<file path="src/rtl/cpu_defs.sv">
// Shared CPU definitions: register/RoB encodings and the commit sequencer state set.
package cpu_defs;

  localparam logic [5:0] NON_REG   = 6'b100000;
  localparam logic [7:0] NON_DEP   = 8'hFF;

  localparam logic [1:0] TYPE_ALU  = 2'b00;
  localparam logic [1:0] TYPE_BR   = 2'b01;
  localparam logic [1:0] TYPE_ST   = 2'b10;
  localparam logic [1:0] TYPE_HALT = 2'b11;

  typedef enum logic [1:0] {
    ST_RUN        = 2'b00,
    ST_STORE_WAIT = 2'b01,
    ST_FLUSH      = 2'b10,
    ST_HALT       = 2'b11
  } cc_state_e;

endpackage

</file>
<file path="src/rtl/commit_controller.sv">
// In-order retirement sequencer: drives the register-file commit port from the RoB head,
// sequences stores through the LSB, turns mispredicts into a one-cycle flush, latches halt.
module commit_controller
  import cpu_defs::*;
#(
  parameter int                         REG_WIDTH    = 5,
  parameter int                         EX_REG_WIDTH = 6,
  parameter logic [EX_REG_WIDTH-1:0]    NON_REG      = cpu_defs::NON_REG,
  parameter int                         RoB_WIDTH    = 8
) (
  input  logic                     Sys_clk,
  input  logic                     Sys_rst,
  input  logic                     Sys_rdy,
  input  logic                     RoBCC_valid,
  input  logic                     RoBCC_ready,
  input  logic [RoB_WIDTH-1:0]     RoBCC_index,
  input  logic [1:0]               RoBCC_type,
  input  logic [EX_REG_WIDTH-1:0]  RoBCC_rd,
  input  logic [31:0]              RoBCC_value,
  input  logic                     RoBCC_mispredict,
  input  logic [31:0]              RoBCC_target,
  output logic                     CCRoB_pop,
  output logic                     CCRF_en,
  output logic                     CCRF_pre_judge,
  output logic [RoB_WIDTH-1:0]     CCRF_RoB_index,
  output logic [EX_REG_WIDTH-1:0]  CCRF_rd,
  output logic [31:0]              CCRF_value,
  output logic                     CCLSB_store_en,
  output logic [RoB_WIDTH-1:0]     CCLSB_RoB_index,
  input  logic                     LSBCC_store_done,
  output logic                     CC_flush,
  output logic [31:0]              CCIF_target,
  output logic                     CC_halt,
  output logic [31:0]              CC_commit_cnt
);

  cc_state_e                r_state;
  cc_state_e                w_state_nxt;

  logic                     r_pop,       w_pop;
  logic                     r_rf_en,     w_rf_en;
  logic                     r_pre_judge, w_pre_judge;
  logic [RoB_WIDTH-1:0]     r_rf_idx,    w_rf_idx;
  logic [EX_REG_WIDTH-1:0]  r_rf_rd,     w_rf_rd;
  logic [31:0]              r_rf_value,  w_rf_value;
  logic                     r_st_en,     w_st_en;
  logic [RoB_WIDTH-1:0]     r_lsb_idx,   w_lsb_idx;
  logic                     r_flush,     w_flush;
  logic [31:0]              r_target,    w_target;
  logic                     r_halt,      w_halt;
  logic [31:0]              r_cnt,       w_cnt;

  logic                     w_eligible;
  logic [EX_REG_WIDTH-1:0]  w_head_rd;

  // A head shown during a pop or flush cycle is stale, so it is not examined.
  assign w_eligible = Sys_rdy & RoBCC_valid & RoBCC_ready & ~r_pop & ~r_flush;
  assign w_head_rd  = {RoBCC_rd[EX_REG_WIDTH-1:REG_WIDTH], RoBCC_rd[REG_WIDTH-1:0]};

  always_ff @(posedge Sys_clk or posedge Sys_rst) begin
    if (Sys_rst) begin
      r_state <= ST_RUN;
    end else begin
      r_state <= w_state_nxt;
    end
  end

  always_comb begin
    w_state_nxt = r_state;
    w_pop       = 1'b0;
    w_rf_en     = 1'b0;
    w_st_en     = 1'b0;
    w_flush     = 1'b0;
    w_pre_judge = 1'b1;
    w_rf_idx    = r_rf_idx;
    w_rf_rd     = r_rf_rd;
    w_rf_value  = r_rf_value;
    w_lsb_idx   = r_lsb_idx;
    w_target    = r_target;
    w_halt      = r_halt;
    w_cnt       = r_cnt;
    if (Sys_rdy) begin
      case (r_state)
        ST_RUN: begin
          if (w_eligible) begin
            case (RoBCC_type)
              TYPE_ALU, TYPE_BR: begin
                w_pop      = 1'b1;
                w_rf_en    = 1'b1;
                w_rf_idx   = RoBCC_index;
                w_rf_rd    = w_head_rd;
                w_rf_value = RoBCC_value;
                w_cnt      = r_cnt + 32'd1;
                if ((RoBCC_type == TYPE_BR) && RoBCC_mispredict) begin
                  w_target    = RoBCC_target;
                  w_state_nxt = ST_FLUSH;
                end else begin
                  w_state_nxt = ST_RUN;
                end
              end
              TYPE_ST: begin
                w_st_en     = 1'b1;
                w_lsb_idx   = RoBCC_index;
                w_state_nxt = ST_STORE_WAIT;
              end
              TYPE_HALT: begin
                w_pop       = 1'b1;
                w_halt      = 1'b1;
                w_cnt       = r_cnt + 32'd1;
                w_state_nxt = ST_HALT;
              end
              default: w_state_nxt = ST_RUN;
            endcase
          end else begin
            w_state_nxt = ST_RUN;
          end
        end
        // A done that coincides with our own store_en pulse belongs to nothing yet.
        ST_STORE_WAIT: begin
          if (LSBCC_store_done && !r_st_en) begin
            w_pop       = 1'b1;
            w_cnt       = r_cnt + 32'd1;
            w_state_nxt = ST_RUN;
          end else begin
            w_state_nxt = ST_STORE_WAIT;
          end
        end
        ST_FLUSH: begin
          w_flush     = 1'b1;
          w_pre_judge = 1'b0;
          w_state_nxt = ST_RUN;
        end
        ST_HALT: w_state_nxt = ST_HALT;
        default: w_state_nxt = ST_RUN;
      endcase
    end else begin
      w_state_nxt = r_state;
    end
  end

  always_ff @(posedge Sys_clk or posedge Sys_rst) begin
    if (Sys_rst) begin
      r_pop       <= 1'b0;
      r_rf_en     <= 1'b0;
      r_pre_judge <= 1'b1;
      r_rf_idx    <= '0;
      r_rf_rd     <= NON_REG;
      r_rf_value  <= 32'd0;
      r_st_en     <= 1'b0;
      r_lsb_idx   <= '0;
      r_flush     <= 1'b0;
      r_target    <= 32'd0;
      r_halt      <= 1'b0;
      r_cnt       <= 32'd0;
    end else begin
      r_pop       <= w_pop;
      r_rf_en     <= w_rf_en;
      r_pre_judge <= w_pre_judge;
      r_rf_idx    <= w_rf_idx;
      r_rf_rd     <= w_rf_rd;
      r_rf_value  <= w_rf_value;
      r_st_en     <= w_st_en;
      r_lsb_idx   <= w_lsb_idx;
      r_flush     <= w_flush;
      r_target    <= w_target;
      r_halt      <= w_halt;
      r_cnt       <= w_cnt;
    end
  end

  assign CCRoB_pop       = r_pop;
  assign CCRF_en         = r_rf_en;
  assign CCRF_pre_judge  = r_pre_judge;
  assign CCRF_RoB_index  = r_rf_idx;
  assign CCRF_rd         = r_rf_rd;
  assign CCRF_value      = r_rf_value;
  assign CCLSB_store_en  = r_st_en;
  assign CCLSB_RoB_index = r_lsb_idx;
  assign CC_flush        = r_flush;
  assign CCIF_target     = r_target;
  assign CC_halt         = r_halt;
  assign CC_commit_cnt   = r_cnt;

endmodule

</file>
<file path="config.mk">
export PLATFORM = sky130hd
export DESIGN_NAME = commit_controller
export DESIGN_NICKNAME = d
export VERILOG_FILES = /design/src/rtl/cpu_defs.sv /design/src/rtl/commit_controller.sv
export SDC_FILE = /design/constraint.sdc
export NUM_CORES = 1
export LEC_CHECK = 0
export ABC_AREA = 1
export BUFFER_PORTS_ARGS = -buffer_cell sky130_fd_sc_hd__buf_2
export CORE_ASPECT_RATIO = 0.7
export CORE_MARGIN = 3
export CORE_UTILIZATION = 40
export DETAILED_ROUTE_END_ITERATION = 6
export GPL_TIMING_DRIVEN = 1
export PLACE_DENSITY = 0.67
export SYNTH_ARGS = -nofsm -noshare
export SYNTH_HDL_FRONTEND = slang
export SYNTH_SLANG_ARGS = --single-unit
</file>
<file path="constraint.sdc">
create_clock -name Sys_clk -period 4.29 [get_ports Sys_clk]
set_input_delay 0.429 -clock Sys_clk [delete_from_list [all_inputs] [get_ports Sys_clk]]
set_output_delay 0.429 -clock Sys_clk [all_outputs]
set_load 0.01 [all_outputs]
</file>
==> flow_metrics.py, run 1 <==
metrics = {
    "timing": {
        "finalClockSkew_ns": 0.0139,
        "finalSetupTns_ns": 0,
        "worst_pin_slew_ns": 1.02,
        "hold_viol_final": 0,
        "period_minus_slack_ns": 2.21,
        "fin_ws_ns": 2.08,
        "post-route-period-util_pct": 51.6,
        "hold_ws_ns": 0.149,
        "slew_headroom_pct": 31.8,
        "fmax_mhz": 452,
        "finalSetupViolCount": 0,
        "maxSlewViolCount": 0,
        "rsz0062_at_grt": "false",
    },
    "layout": {
        "area_growth_pct": 31.6,
        "ff_latch_area_sq_um": 3160,
        "final_common_cell": "nand2_1",
        "fin_nets": 978,
        "multi_input_area_sq_um": 2090,
        "fillCellCount": 1267,
        "final_cell_mix": "nand2_1, buf_2, dfrtp_1",
        "antenna_cells": 0,
        "final_layout_size_suffix_gt1_share_pct": 28.9,
        "utilization_pct": 55.0,
    },
    "placement": {
        "dp_slack_ns": 1.92,
        "dp_hpwl_microns": 11200,
        "finalWeightedCongestion": 0.876,
        "port_buffers": 210,
    },
    "synthesis": {
        "netlist_instances": 682,
        "synth_top_family_by_area": "simple AND/OR/NAND/NOR gates",
        "yosys_warnings": 0,
        "synthMuxAreaShare_pct": 0,
        "synth_compound_area_share_pct": 6.48,
        "yosys_register_bits": 126,
        "synth_fa_ha_area_share_pct": 0.223,
        "avgSynthCellArea_sq_um": 8.24,
        "synthesis.nets": 770,
        "ys_types": 29,
        "syn_area_sq_um": 5620,
        "synthXorXnorAreaFrac_pct": 0.935,
        "synthSimpleGateAreaFrac_pct": 29.6,
        "yosysSeqAreaShare_pct": 56.2,
    },
    "cts": {
        "cts_sinks": 126,
        "cts_resized": 0,
        "postCtsSetupBuffers": 0,
        "cts.clk_slew.worst_paths_ns": 0.06,
        "cts_tree": "built",
        "cts-root-to-sink-buffers": 2,
        "postCtsHoldBufs": 0,
        "cts_buffers": 17,
        "clock_latency_ns": 0.40,
        "cts.htree.levels": 4,
        "cts-root-buf": "clkbuf_16",
    },
    "floorplan": {
        "rows": 35,
        "core_area_sq_um": 13400,
        "start_util_pct": 41.8,
        "boundaryPins": 211,
        "die_width_microns": 148,
        "die_h_microns": 105,
        "die_area_sq_um": 15500,
    },
    "outcome": {
        "status": "complete, no violations",
    },
    "critical_path": {
        "cp_slowest_stage_delay_ns": 0.63,
        "worstPathArrival_ns": 2.50,
        "crit_top_cell": "nand2_1",
        "crit_fanout": 87,
        "endpoint_kind": "register",
        "crit_slowest_cell": "buf_4",
        "path_cells": "inv_1, nand2_1, nor2_1, nand2_4, buf_4, inv_2, nand2_1, nand2_1",
        "start_kind": "register",
        "ff2ff_setup_slack_ns": 2.08,
        "reg2reg_to": "CCRF_value[30]$_DFFE_PP0P_",
        "crit_family": "buffers and inverters",
        "crit_buf_inv": 3,
        "crit_type": "reg2reg",
        "worstPathRequired_ns": 4.57,
        "timing.rr.start": "r_state[1]$_DFFE_PP0P_",
        "r2r.worst_path.cells": 8,
    },
    "power": {
        "cellPowerDensity_nw_per_um2": 578,
        "ir_drop_mv": 0.345,
        "p_leak_nw": 4.21,
    },
    "drt": {
        "drtAntennaViolNets": 0,
        "drtPass1Iterations": 6,
        "wl_per_cell_microns": 14.3,
        "route.detailed.drc": 0,
        "via_count": 5163,
        "dr.first_iter.drc_count": 304,
        "drt-vias-per-instance": 4.75,
        "wirelength_microns": 15600,
    },
    "global_routing": {
        "grt_pass1_vias": 4719,
        "antenna_found_initial": 0,
        "grt_max_degree": 88,
        "overflow": 0,
        "grt_pass1_wl_microns": 24700,
        "grt_usage_pct": 19.7,
    },
    "min_path": {
        "hp-class": "in2async",
    },
    "flow_run": {
        "maxCapViolCount": 0,
    },
}
-- per-stage QoR --
stage                     power [mW]  instance area, sq um  cells
after floorplan                 2.30                  5620    682
after global placement          2.77                  6780   1056
after detailed placement        2.80                  6780   1056
after CTS                       4.32                  7400   1088
after global routing            4.53                  7400   1088
final                           4.27                  7400   1088
-- how the worst max path moves through the flow --
| stage | to | startpoint | slack (ns) | cells past startpoint |
|---|---|---|---|---|
| floorplan | CCIF_target[0]$_DFFE_PP0P_ | Sys_rst | 0.51 | 1 |
| global placement | CCRF_rd[1]$_DFFE_PP0P_ | Sys_rdy | 1.98 | 8 |
| detailed placement | CCRF_value[28]$_DFFE_PP0P_ | Sys_rdy | 1.92 | 8 |
| CTS | CCRF_value[28]$_DFFE_PP0P_ | r_state[1]$_DFFE_PP0P_ | 2.09 | 8 |
| global route | CCRF_value[5]$_DFFE_PP0P_ | r_state[1]$_DFFE_PP0P_ | 1.85 | 8 |
| finish | CCRF_value[30]$_DFFE_PP0P_ | r_state[1]$_DFFE_PP0P_ | 2.08 | 8 |
-- cells by family (layout without fill, tap and decap cells) --
logic type / after synthesis / after routing
xor gates and xnor gates: 6 / 6
buffers and inverters: 79 / 300
AOI/OAI and AO/OA: 68 / 68
DFF: 126 / 126
and+or+nand+nor: 402 / 402
adders and majority gates: 1 / 1
-- registers in the layout (all words and copies together) (netlist names) --
signal and flops:
CC_commit_cnt 32, CCLSB_RoB_index 8, CCIF_target 32, CCRF_en 1, CC_halt 1, CCRF_value 32, CCRF_RoB_index 8, CCRoB_pop 1
CCLSB_store_en 1, CCRF_pre_judge 1, CC_flush 1, CCRF_rd 6, r_state 2
-- power breakdown --
part	switching [mW]	internal (mW)
Clock	0.561	0.946
Sequential	0.195	1.53
Combinational	0.619	0.419
Total	1.37	2.90
-- cell type report --
class / instances / area share [%]
inverter: 54 / 2.77
tap: 185 / 3.13
clock inverter: 13 / 2.38
clock buffer: 19 / 5.99
timing repair buffer: 214 / 14.8
multi-input combinational: 477 / 28.3
sequential: 126 / 42.7
-- synthesized netlist by cell type (all sizes together) --
library cell / instances / share of area, %
a21oi: 4 / 0.42
xnor2: 5 / 0.78
o21ai: 62 / 5.7
nand3: 27 / 2.5
buf: 18 / 2.5
and3: 2 / 0.22
ha: 1 / 0.22
clkbuf: 7 / 0.47
nand3b: 9 / 1.2
a41o: 1 / 0.18
o2111ai: 1 / 0.16
inv: 54 / 3.6
nor2: 43 / 3.1
nand4: 11 / 1.2
dfstp: 2 / 0.94
xor2: 1 / 0.16
nor3: 5 / 0.45
nand2: 305 / 21
dfrtp: 124 / 55
-- metal layers --
metal	vias to the layer above	GRT usage, %	share of wire, %
met4	0	5.12	1.1
met5	-	0	0
met3	12	4.77	6.0
li1	2554	-	-
met1	2429	29.3	48
met2	168	28.7	45
Power figures use the tool's default switching activity.
==> run 2, diff against run 1 <==
--- a/config.mk
+++ b/config.mk
@@ -12,7 +12,7 @@
 export CORE_UTILIZATION = 40
 export DETAILED_ROUTE_END_ITERATION = 6
 export GPL_TIMING_DRIVEN = 1
-export PLACE_DENSITY = 0.67
+export PLACE_DENSITY = 0.7
 export SYNTH_ARGS = -nofsm -noshare
 export SYNTH_HDL_FRONTEND = slang
 export SYNTH_SLANG_ARGS = --single-unit
==> constraint.sdc (replaced) <==
create_clock -name Sys_clk -period 1.88 [get_ports Sys_clk]
set_input_delay 0.188 -clock Sys_clk [delete_from_list [all_inputs] [get_ports Sys_clk]]
set_output_delay 0.188 -clock Sys_clk [all_outputs]
set_load 0.01 [all_outputs]
==> flow_metrics.py, run 2 (synthesis results as in run 1) <==
metrics = {
    "global_routing": {
        "grt_pass1_vias": 5393,
        "grt_usage_pct": 22.7,
        "overflow": 0,
        "antenna_found_initial": 0,
        "grt_max_degree": 65,
        "grt_pass1_wl_microns": 28000,
    },
    "layout": {
        "fin_nets": 1059,
        "antenna_cells": 0,
        "area_growth_pct": 46.1,
        "utilization_pct": 61.1,
        "final_common_cell": "nand2_1",
        "final_cell_mix": "nand2_1, buf_2, dfrtp_1",
        "final_layout_size_suffix_gt1_share_pct": 27.7,
    },
    "critical_path": {
        "ff2ff_setup_slack_ns": 0.08,
        "crit_fanout": 5,
        "crit_start": "CC_commit_cnt[0]$_DFFE_PP0P_",
        "r2r.worst_path.cells": 8,
        "critical_path.endpoint": "CC_commit_cnt[24]$_DFFE_PP0P_",
        "timing.rr.start": "CC_commit_cnt[0]$_DFFE_PP0P_",
        "crit_type": "reg2reg",
        "worstPathRequired_ns": 2.18,
        "start_kind": "register",
        "worstPathArrival_ns": 2.10,
        "endpoint_kind": "register",
        "reg2reg_to": "CC_commit_cnt[24]$_DFFE_PP0P_",
    },
    "placement": {
        "port_buffers": 210,
        "dp_hpwl_microns": 11600,
        "dp_slack_ns": 0.109,
        "finalWeightedCongestion": 0.872,
    },
    "floorplan": {
        "boundaryPins": 211,
        "start_util_pct": 41.8,
        "die_h_microns": 105,
        "die_width_microns": 148,
        "rows": 35,
        "core_area_sq_um": 13400,
        "die_area_sq_um": 15500,
    },
    "drt": {
        "drtAntennaViolNets": 0,
        "drtPass1Iterations": 5,
        "wl_per_cell_microns": 15.1,
        "drt-vias-per-instance": 4.72,
        "route.detailed.drc": 0,
        "wirelength_microns": 17600,
        "via_count": 5517,
        "dr.first_iter.drc_count": 458,
    },
    "outcome": {
        "status": "complete, no violations",
    },
    "cts": {
        "cts-root-buf": "clkbuf_16",
        "cts.clk_slew.worst_paths_ns": 0.06,
        "cts.htree.levels": 4,
        "cts_tree": "built",
        "cts-root-to-sink-buffers": 2,
        "cts_resized": 0,
        "clock_latency_ns": 0.41,
        "cts_buffers": 17,
        "postCtsSetupBuffers": 0,
        "cts_sinks": 126,
    },
    "flow_run": {
        "maxCapViolCount": 0,
    },
    "timing": {
        "fmax_mhz": 555,
        "worst_pin_slew_ns": 0.476,
        "period_minus_slack_ns": 1.80,
        "finalClockSkew_ns": 0.00906,
        "fin_ws_ns": 0.0768,
        "post-route-period-util_pct": 95.9,
        "finalSetupViolCount": 0,
        "slew_headroom_pct": 68.2,
        "hold_ws_ns": 0.0193,
        "hold_viol_final": 0,
        "rsz0062_at_grt": "true",
        "finalSetupTns_ns": 0,
        "maxSlewViolCount": 0,
    },
    "power": {
        "cellPowerDensity_nw_per_um2": 1220,
        "p_leak_nw": 4.55,
        "ir_drop_mv": 0.769,
    },
    "min_path": {
        "hp-class": "in2reg",
    },
}
-- run 2: cell count changes in the layout (fill, tap and decap cells not counted) --
cell           delta
clkinv_4          -2
clkbuf_1          -1
clkinvlp_4        +4
buf_12            +3
bufinv_16         -1
inv_8             +4
inv_4             -1
inv_6             -3
dlygate4sd3_1    +70
buf_4             +8
-- run 2: where the power goes --
part | leakage, nW | switching (mW) | internal, mW
Combinational | 2.60 | 1.52 | 1.09
Clock | 0.288 | 1.37 | 2.04
Sequential | 1.65 | 0.458 | 3.50
-- run 2: worst min path at each step --
stage               startpoint                         end  slack [ns]  cells after the start
3_3_place_gp           Sys_rst          CC_flush$_DFF_PP0_        0.09                      2
2_1_floorplan      RoBCC_rd[5]      CCRF_rd[5]$_DFFE_PP1P_        0.28                      2
4_1_cts        RoBCC_target[8]  CCIF_target[8]$_DFFE_PP0P_       0.002                      3
5_1_grt        RoBCC_target[8]  CCIF_target[8]$_DFFE_PP0P_       0.003                      3
3_5_place_dp           Sys_rst          CC_flush$_DFF_PP0_        0.09                      2
6_report       RoBCC_target[8]  CCIF_target[8]$_DFFE_PP0P_        0.02                      3
-- run 2: area by class of cell --
class | count | area [sq um]
clock buffers | 18 | 439
clock inverters | 14 | 170
fillers | 1143 | 5240
inverters | 54 | 206
multi-input cells | 477 | 2090
flip-flops and latches | 126 | 3160
well taps | 185 | 231
repair buffers | 295 | 1910
-- run 2: layer usage --
layer / GRT usage [%] / routed length, microns / up-vias
met1: 30.9 / 7840 / 2555
li1: - / - / 2715
met4: 8.24 / 510 / 0
met5: 0 / 0 / -
met2: 34.8 / 8070 / 209
met3: 6.20 / 1230 / 38
-- run 2: metrics by stage --
step	total power [mW]	std cells	cell area, sq um
6_report	9.98	1169	8210
5_1_grt	10.5	1169	8210
4_1_cts	9.99	1169	8210
3_5_place_dp	6.44	1067	6900
3_3_place_gp	6.37	1067	6900
2_1_floorplan	5.24	682	5620
-- run 2: critical path: stages, from the launching register on --
cell and delay, ns:
dfrtp_1 0.42, ha_1 0.21, nand3_1 0.17, nor2_1 0.24, nand2_1 0.16, nor2_1 0.26, nand3_1 0.11, nand2_1 0.07
nand2_1 0.05
-- run 2: timing repair --
| action | CTS | global route |
|---|---|---|
| hold buffers | 70 | 0 |
| endpoints found under the setup margin | 0 | 5 |
| endpoints found under the hold margin | 193 | 0 |
==> run 3, diff against run 2 <==
--- a/config.mk
+++ b/config.mk
@@ -6,7 +6,7 @@
 export NUM_CORES = 1
 export LEC_CHECK = 0
 export ABC_AREA = 1
-export BUFFER_PORTS_ARGS = -buffer_cell sky130_fd_sc_hd__buf_2
+export BUFFER_PORTS_ARGS = -buffer_cell sky130_fd_sc_hd__buf_4
 export CORE_ASPECT_RATIO = 0.7
 export CORE_MARGIN = 3
 export CORE_UTILIZATION = 40
==> flow_metrics.py, run 3 (synthesis results as in run 1) <==
metrics = {
    "outcome": {
        "status": "complete, no violations",
    },
    "layout": {
        "final_layout_size_suffix_gt1_share_pct": 28.0,
        "fin_area_sq_um": 8790,
        "fillCellCount": 1059,
        "antenna_cells": 0,
        "finalNonFillerCells": 1170,
        "fin_nets": 1060,
        "area_growth_pct": 56.4,
        "final_cell_mix": "nand2_1, buf_4, dfrtp_1",
        "final_common_cell": "nand2_1",
        "utilization_pct": 65.4,
    },
    "timing": {
        "hold_viol_final": 0,
        "period_minus_slack_ns": 1.72,
        "finalSetupViolCount": 0,
        "slew_headroom_pct": 65.1,
        "worst_pin_slew_ns": 0.523,
        "maxSlewViolCount": 0,
        "hold_ws_ns": 0.0357,
        "finalClockSkew_ns": 0.0200,
        "rsz0062_at_grt": "false",
        "fmax_mhz": 583,
        "finalSetupTns_ns": 0,
        "post-route-period-util_pct": 91.2,
        "fin_ws_ns": 0.165,
    },
    "drt": {
        "wl_per_cell_microns": 15.4,
        "route.detailed.drc": 0,
        "wirelength_microns": 18000,
        "drtAntennaViolNets": 0,
        "dr.first_iter.drc_count": 415,
        "via_count": 5587,
        "drt-vias-per-instance": 4.78,
        "drtPass1Iterations": 5,
    },
    "critical_path": {
        "crit_buf_inv": 0,
        "reg2reg_to": "CC_commit_cnt[30]$_DFFE_PP0P_",
        "r2r.worst_path.cells": 8,
        "start_kind": "register",
        "crit_family": "simple AND/OR/NAND/NOR gates",
        "endpoint_kind": "register",
        "timing.rr.start": "CC_commit_cnt[0]$_DFFE_PP0P_",
        "crit_slowest_cell": "dfrtp_1",
        "crit_fanout": 4,
        "worstPathArrival_ns": 2.00,
        "crit_top_cell": "nand3_1",
        "cp_slowest_stage_delay_ns": 0.34,
        "path_cells": "ha_1, nand3_1, nor2_1, nand3_1, nor2_2, nand3_1, nand2_1, nand2_1",
        "worstPathRequired_ns": 2.17,
        "crit_type": "reg2reg",
        "ff2ff_setup_slack_ns": 0.16,
    },
    "placement": {
        "finalWeightedCongestion": 0.879,
        "placed_area_sq_um": 7440,
        "dp_slack_ns": 0.154,
        "dp_hpwl_microns": 12000,
        "dp_cells": 1068,
        "port_buffers": 210,
    },
    "min_path": {
        "hp-class": "in2reg",
        "hp-start": "RoBCC_target[7]",
        "min_to": "CCIF_target[7]$_DFFE_PP0P_",
        "min_path_cells": 3,
    },
    "global_routing": {
        "grt_pass1_wl_microns": 28500,
        "grt_max_degree": 57,
        "overflow": 0,
        "grt_pass1_vias": 5436,
        "grt_usage_pct": 23.1,
        "antenna_found_initial": 0,
    },
    "power": {
        "ir_drop_mv": 0.808,
        "p_leak_nw": 4.67,
        "power_mw": 10.7,
        "cellPowerDensity_nw_per_um2": 1220,
    },
    "cts": {
        "cts.htree.levels": 4,
        "cts-root-to-sink-buffers": 2,
        "cts.clk_slew.worst_paths_ns": 0.06,
        "cts_buffers": 17,
        "clock_latency_ns": 0.42,
        "cts_tree": "built",
        "cts_sinks": 126,
        "cts-root-buf": "clkbuf_16",
    },
    "floorplan": {
        "die_width_microns": 148,
        "start_util_pct": 41.8,
        "core_area_sq_um": 13400,
        "rows": 35,
        "die_h_microns": 105,
        "boundaryPins": 211,
        "die_area_sq_um": 15500,
    },
    "flow_run": {
        "maxCapViolCount": 0,
    },
}
run 3: how the worst max path moves through the flow:
stage / end / start / cells past startpoint / slack, ns
after CTS: CC_commit_cnt[30]$_DFFE_PP0P_ / CC_commit_cnt[0]$_DFFE_PP0P_ / 8 / 0.15
after global routing: CC_commit_cnt[28]$_DFFE_PP0P_ / CC_commit_cnt[0]$_DFFE_PP0P_ / 8 / 0.01
after floorplan: CCIF_target[0]$_DFFE_PP0P_ / Sys_rst / 1 / 0.14
after global placement: CC_commit_cnt[28]$_DFFE_PP0P_ / CC_commit_cnt[0]$_DFFE_PP0P_ / 8 / 0.19
after detailed placement: CC_commit_cnt[28]$_DFFE_PP0P_ / CC_commit_cnt[0]$_DFFE_PP0P_ / 8 / 0.15
final: CC_commit_cnt[30]$_DFFE_PP0P_ / CC_commit_cnt[0]$_DFFE_PP0P_ / 8 / 0.16
run 3: final cells by class:
class                      count  area (sq um)  area share (%)
clock inverter                14           206            2.35
tap                          185           231            2.63
multi-input combinational    477          2100            23.9
timing repair buffer         296          2460            28.0
inverter                      54           206            2.35
sequential                   126          3160            35.9
clock buffer                  18           429            4.88
run 3: worst min-delay path, delay by kind of cell:
family,cells,cell delay (ns)
buffers and inverters,1,0.09
AND/OR/NAND/NOR,2,0.13
run 3: what timing repair did:
item	4_1_cts	5_1_grt
setup buffers	0	0
gates resized for setup	0	3
setup endpoints to repair	0	6
endpoints found under the hold margin	81	0
hold buffers	70	0
run 3: layer usage:
| metal | vias up | part of all wire, % | routed length, microns | GRT usage, % |
|---|---|---|---|---|
| li1 | 2725 | - | - | - |
| met1 | 2629 | 46 | 8210 | 32.3 |
| met2 | 195 | 45 | 8180 | 34.7 |
| met3 | 38 | 6.1 | 1100 | 5.46 |
| met4 | 0 | 2.9 | 524 | 8.98 |
| met5 | - | 0 | 0 | 0 |
run 3: power breakdown:
group          leakage, nW  total, mW  switching [mW]  internal [mW]
Clock                0.300       3.58            1.33           2.25
Combinational         2.72       3.15            1.57           1.57
Sequential            1.65       3.98           0.474           3.50
